`src/rtl/spi_in_frame.sv`:
```
// spi_in_frame: framed SPI-slave receiver with selectable sample edge and bit order.
// Delivers each frame through a valid/ready holding register and flags short/long frames and overruns.
module spi_in_frame #(
  parameter int DATA_WIDTH  = 2,
  parameter int DATA_DEPTH  = 16,
  parameter int SYNC_DEPTH  = 2,
  parameter int SAMPLE_EDGE = 0,
  parameter int MSB_FIRST   = 1,
  localparam int N  = DATA_WIDTH * DATA_DEPTH,
  localparam int CW = $clog2(N + 1)
) (
  input  logic          clk,
  input  logic          rst,
  input  logic          spi_clk,
  input  logic          spi_en,
  input  logic          spi_data,
  input  logic          out_ready,
  output logic          out_valid,
  output logic [N-1:0]  data_out,
  output logic [CW-1:0] bit_count,
  output logic          frame_err,
  output logic          overrun
);
  typedef enum logic [1:0] {IDLE, ACTIVE, WAIT_END} state_t;
  state_t r_state;
  logic [SYNC_DEPTH-1:0] r_clk_sync, r_en_sync, r_dat_sync;
  logic r_clk_d, r_en_d, r_extra;
  logic [N-1:0] r_shift;
  logic w_clk_s, w_en_s, w_dat_s, w_samp, w_en_rise, w_en_fall;
  logic [N-1:0] w_shift_nxt;
  assign w_clk_s     = r_clk_sync[SYNC_DEPTH-1];
  assign w_en_s      = r_en_sync[SYNC_DEPTH-1];
  assign w_dat_s     = r_dat_sync[SYNC_DEPTH-1];
  assign w_samp      = (SAMPLE_EDGE != 0) ? (r_clk_d & ~w_clk_s) : (~r_clk_d & w_clk_s);
  assign w_en_rise   = ~r_en_d & w_en_s;
  assign w_en_fall   = r_en_d & ~w_en_s;
  assign w_shift_nxt = (MSB_FIRST != 0) ? {r_shift[N-2:0], w_dat_s} : {w_dat_s, r_shift[N-1:1]};
  always_ff @(posedge clk or posedge rst) begin
    if (rst) begin
      r_clk_sync <= '0;
      r_en_sync  <= '0;
      r_dat_sync <= '0;
      r_clk_d    <= 1'b0;
      r_en_d     <= 1'b0;
      r_extra    <= 1'b0;
      r_shift    <= '0;
      r_state    <= IDLE;
      out_valid  <= 1'b0;
      data_out   <= '0;
      bit_count  <= '0;
      frame_err  <= 1'b0;
      overrun    <= 1'b0;
    end else begin
      r_clk_sync <= {r_clk_sync[SYNC_DEPTH-2:0], spi_clk};
      r_en_sync  <= {r_en_sync[SYNC_DEPTH-2:0], spi_en};
      r_dat_sync <= {r_dat_sync[SYNC_DEPTH-2:0], spi_data};
      r_clk_d    <= w_clk_s;
      r_en_d     <= w_en_s;
      frame_err  <= 1'b0;
      overrun    <= 1'b0;
      if (out_valid && out_ready) out_valid <= 1'b0;
      case (r_state)
        IDLE: if (w_en_rise) begin
          r_shift   <= '0;
          bit_count <= '0;
          r_extra   <= 1'b0;
          r_state   <= ACTIVE;
        end
        ACTIVE: if (w_en_fall) begin
          frame_err <= 1'b1;
          bit_count <= '0;
          r_state   <= IDLE;
        end else if (w_samp) begin
          r_shift   <= w_shift_nxt;
          bit_count <= bit_count + 1'b1;
          if (bit_count == CW'(N - 1)) begin
            r_state <= WAIT_END;
            // a frame may load in the same cycle the previous one is accepted
            if (!out_valid || out_ready) begin
              data_out  <= w_shift_nxt;
              out_valid <= 1'b1;
            end else overrun <= 1'b1;
          end
        end
        WAIT_END: if (w_en_fall) begin
          bit_count <= '0;
          r_state   <= IDLE;
        end else if (w_samp && !r_extra) begin
          frame_err <= 1'b1;
          r_extra   <= 1'b1;
        end
        default: r_state <= IDLE;
      endcase
    end
  end
endmodule

```
`config.mk`:
```
export PLATFORM = sky130hd
export DESIGN_NAME = spi_in_frame
export DESIGN_NICKNAME = d
export VERILOG_FILES = /design/src/rtl/spi_in_frame.sv
export SDC_FILE = /design/constraint.sdc
export NUM_CORES = 1
export LEC_CHECK = 0
export BUFFER_PORTS_ARGS = -buffer_cell sky130_fd_sc_hd__buf_2
export CAP_MARGIN = 20
export CORE_AREA = 5 5 103 105
export DETAILED_ROUTE_END_ITERATION = 12
export DIE_AREA = 0 0 108 110
export MAX_ROUTING_LAYER = met4
export PLACE_DENSITY = 0.68
export SYNTH_ARGS = -nofsm -noshare
export SYNTH_HDL_FRONTEND = slang
export SYNTH_SLANG_ARGS = --single-unit
```
`constraint.sdc`:
```
create_clock -name clk -period 5.2 [get_ports clk]
set_clock_uncertainty 0.2 [all_clocks]
set_input_delay 0.26 -clock clk [delete_from_list [all_inputs] [get_ports clk]]
set_output_delay 0.26 -clock clk [all_outputs]
set_load 0.01 [all_outputs]
```
==> results.tsv <==
metric	value	unit
outcome	finished clean	
tns	0	ns
fin_cells	484	
leakage	2.22	nW
grt_overflow_total	0	
fillCellCount	892	
synth_mux_area_share	21.5	%
synth_cell_types	42	
clk_latency	0.35	ns
wl	6370	um
cts_tree	built	
worstSetupPathType	flop to flop	
maxSlewViolCount	0	
power	1.50	mW
cts.sinks	83	
cts_buffer_depth	2	
cap_violations	0	
grt_pass1_vias	2256	
final_nets	357	
clkTransAtPathRegs	0.08	ns
worst_setup_path_start_kind	flop	
gp_congestion	0.817	
crit_buf_inv	3	
seq_area_frac_synth	55.6	%
crit_chain	inv_1 -> ha_1 -> buf_4 -> inv_4 -> nor2_8 -> and4_4 -> mux2_4	
timing_hold_violations_final	0	
critPathCaptureType	flop	
initial_utilization	39.1	%
grt_max_degree	84	
crit_required	5.24	ns
fin_ws	2.13	ns
period_minus_slack	3.07	ns
io_pins	47	
coreArea	0.00955	mm^2
htreeDepth	3	
numCtsBuffers	9	
synthAdderAreaFrac	1.68	%
hpwlAfterDp	4270	um
fin_crit_sh	59.0	%
area_growth	15.2	%
setup.reg_to_reg.worst_slack	2.13	ns
fmax	0.326	GHz
maxSlewHeadroom	34.4	%
wire_per_inst	13.2	um
syn_inst	295	
dpl.cell_count	463	
dieArea	0.0119	mm^2
hold_class	input pin to flop	
rows	36	
worst-path-max-fanout	32	
drive_above_1_share	29.1	%
yosys_warnings	0	
avgSynthCellArea	12.7	um^2
setup_viol	0	
post-place-ws	2.10	ns
worst_pin_slew	0.984	ns
vias	2212	
cp_top_family	simple AND/OR/NAND/NOR gates	
synth_nets	306	
die_h	110	um
drt_iter0_markers	119	
final_common_cell	dfrtp_1	
portBuffers	46	
hold_slack	0.0139	ns
synth_seq_cells	83	
rsz0062_at_grt	no	
drc	0	
grt_pass1_wl	10800	um
synth_compound_area_share	5.63	%
vias_per_cell	4.57	
yosys.area_share.simple	7.84	%
synth_top_family_by_area	multiplexers	
netlist_area	0.00373	mm^2
max-vdd-ir-drop	0.000168	V
antenna_found_initial	0	
max_stage_delay	0.64	ns
cts_setup_buffers	0	
dr.pass1.iters	4	
crit_slowest_cell	ha_1	
grtUsageTotal	12.0	%
powerDensity	348	mW/mm^2
fp.dieW	108	um
ant_nets	0	
synthXorXnorAreaFrac	0	%
arrival	3.10	ns
diodes	0	
final_cell_mix	dfrtp_1, buf_2, nand2_1, inv_1, mux2i_1	
cts_root_buffer	clkbuf_8	
worst paths after layout:
kind / from / to / cells past startpoint
setup / recovery: r_state[1] / data_out[0] / 7
hold / removal: out_ready / overrun / 3
setup reg to reg: r_state[1] / data_out[0] / 7
hold reg to reg: r_clk_sync[0] / r_clk_sync[1] / 0
max in group asynchronous: rst / r_clk_sync[1] / 5
min in group asynchronous: rst / data_out[18] / 4
flip-flops by register name (all words and copies together), names as in the netlist:
register    flops
overrun         1
r_extra         1
r_en_d          1
r_clk_sync      2
r_en_sync       2
r_state         2
r_clk_d         1
out_valid       1
frame_err       1
r_shift        31
r_dat_sync      2
bit_count       6
data_out       32
where the power goes:
part	switching, mW	internal [mW]	leakage [nW]
registers	0.0257	0.674	1.14
clock network	0.225	0.275	0.116
logic	0.184	0.112	0.970
total	0.435	1.06	2.22
area by class of cell:
type                    instances  area, um^2  share of cell area, %
flip-flops and latches         83        2080                   48.3
multi-input cells             159        1370                   31.8
repair buffers                 53         313                   7.27
clock buffers                  13         179                   4.16
well taps                     133         166                   3.87
inverters                      40         154                   3.58
clock inverters                 3        43.8                   1.02
Yosys cell counts (all sizes together):
cell / number / area [um^2]
o2bb2ai: 1 / 8.76
a221o: 1 / 10.0
or3: 1 / 6.26
o22ai: 1 / 6.26
buf: 10 / 124
nor3: 3 / 15.0
nand2b: 2 / 12.5
inv: 40 / 153
nor2: 7 / 42.5
and2b: 1 / 10.0
mux2: 32 / 473
nand2: 38 / 143
clkbuf: 3 / 11.3
o211ai: 2 / 15.0
o221ai: 2 / 17.5
a32oi: 1 / 8.76
a32o: 2 / 20.0
a21o: 1 / 7.51
mux2i: 33 / 330
o311a: 1 / 10.0
nor3b: 2 / 20.0
and4: 1 / 11.3
o21ai: 5 / 25.0
nor2b: 2 / 12.5
dfrtp: 83 / 2080
a41oi: 1 / 8.76
a21oi: 4 / 20.0
o31ai: 1 / 7.51
o221a: 1 / 11.3
ha: 5 / 62.6
o31a: 2 / 17.5
o2111ai: 1 / 8.76
o21a: 1 / 7.51
nand3: 4 / 20.0
worst reg2reg max path: stages, from the launching register on:
cell	delay, ns
dfrtp_1	0.40
inv_1	0.10
ha_1	0.64
buf_4	0.34
inv_4	0.08
nor2_8	0.16
and4_4	0.64
mux2_4	0.39
layer usage:
layer	global-route usage (%)	up-vias	wire length (um)
met5	-	-	0
met4	5.14	0	124
met3	4.25	11	327
met2	18.0	46	2960
met1	14.7	1064	2950
li1	-	1091	-
what timing repair did:
action,CTS,global route
endpoints found under the hold margin,3,83
hold buffers,3,1
gates resized for setup,0,0
logic make-up after synthesis:
family / after synthesis
flip-flops: 83
buffers and inverters: 53
AO/OA/AOI/OAI: 28
adder cells (fa/ha/maj): 5
multiplexers: 65
AND/OR/NAND/NOR: 61
through the flow:
| stage | utilization [%] | instance area, um^2 |
|---|---|---|
| floorplan | - | 3730 |
| global placement | 42.0 | 4010 |
| detailed placement | 42.0 | 4010 |
| CTS | 44.7 | 4270 |
| global route | 45.1 | 4300 |
| finish | 45.1 | 4300 |
Power figures use the tool's default switching activity.
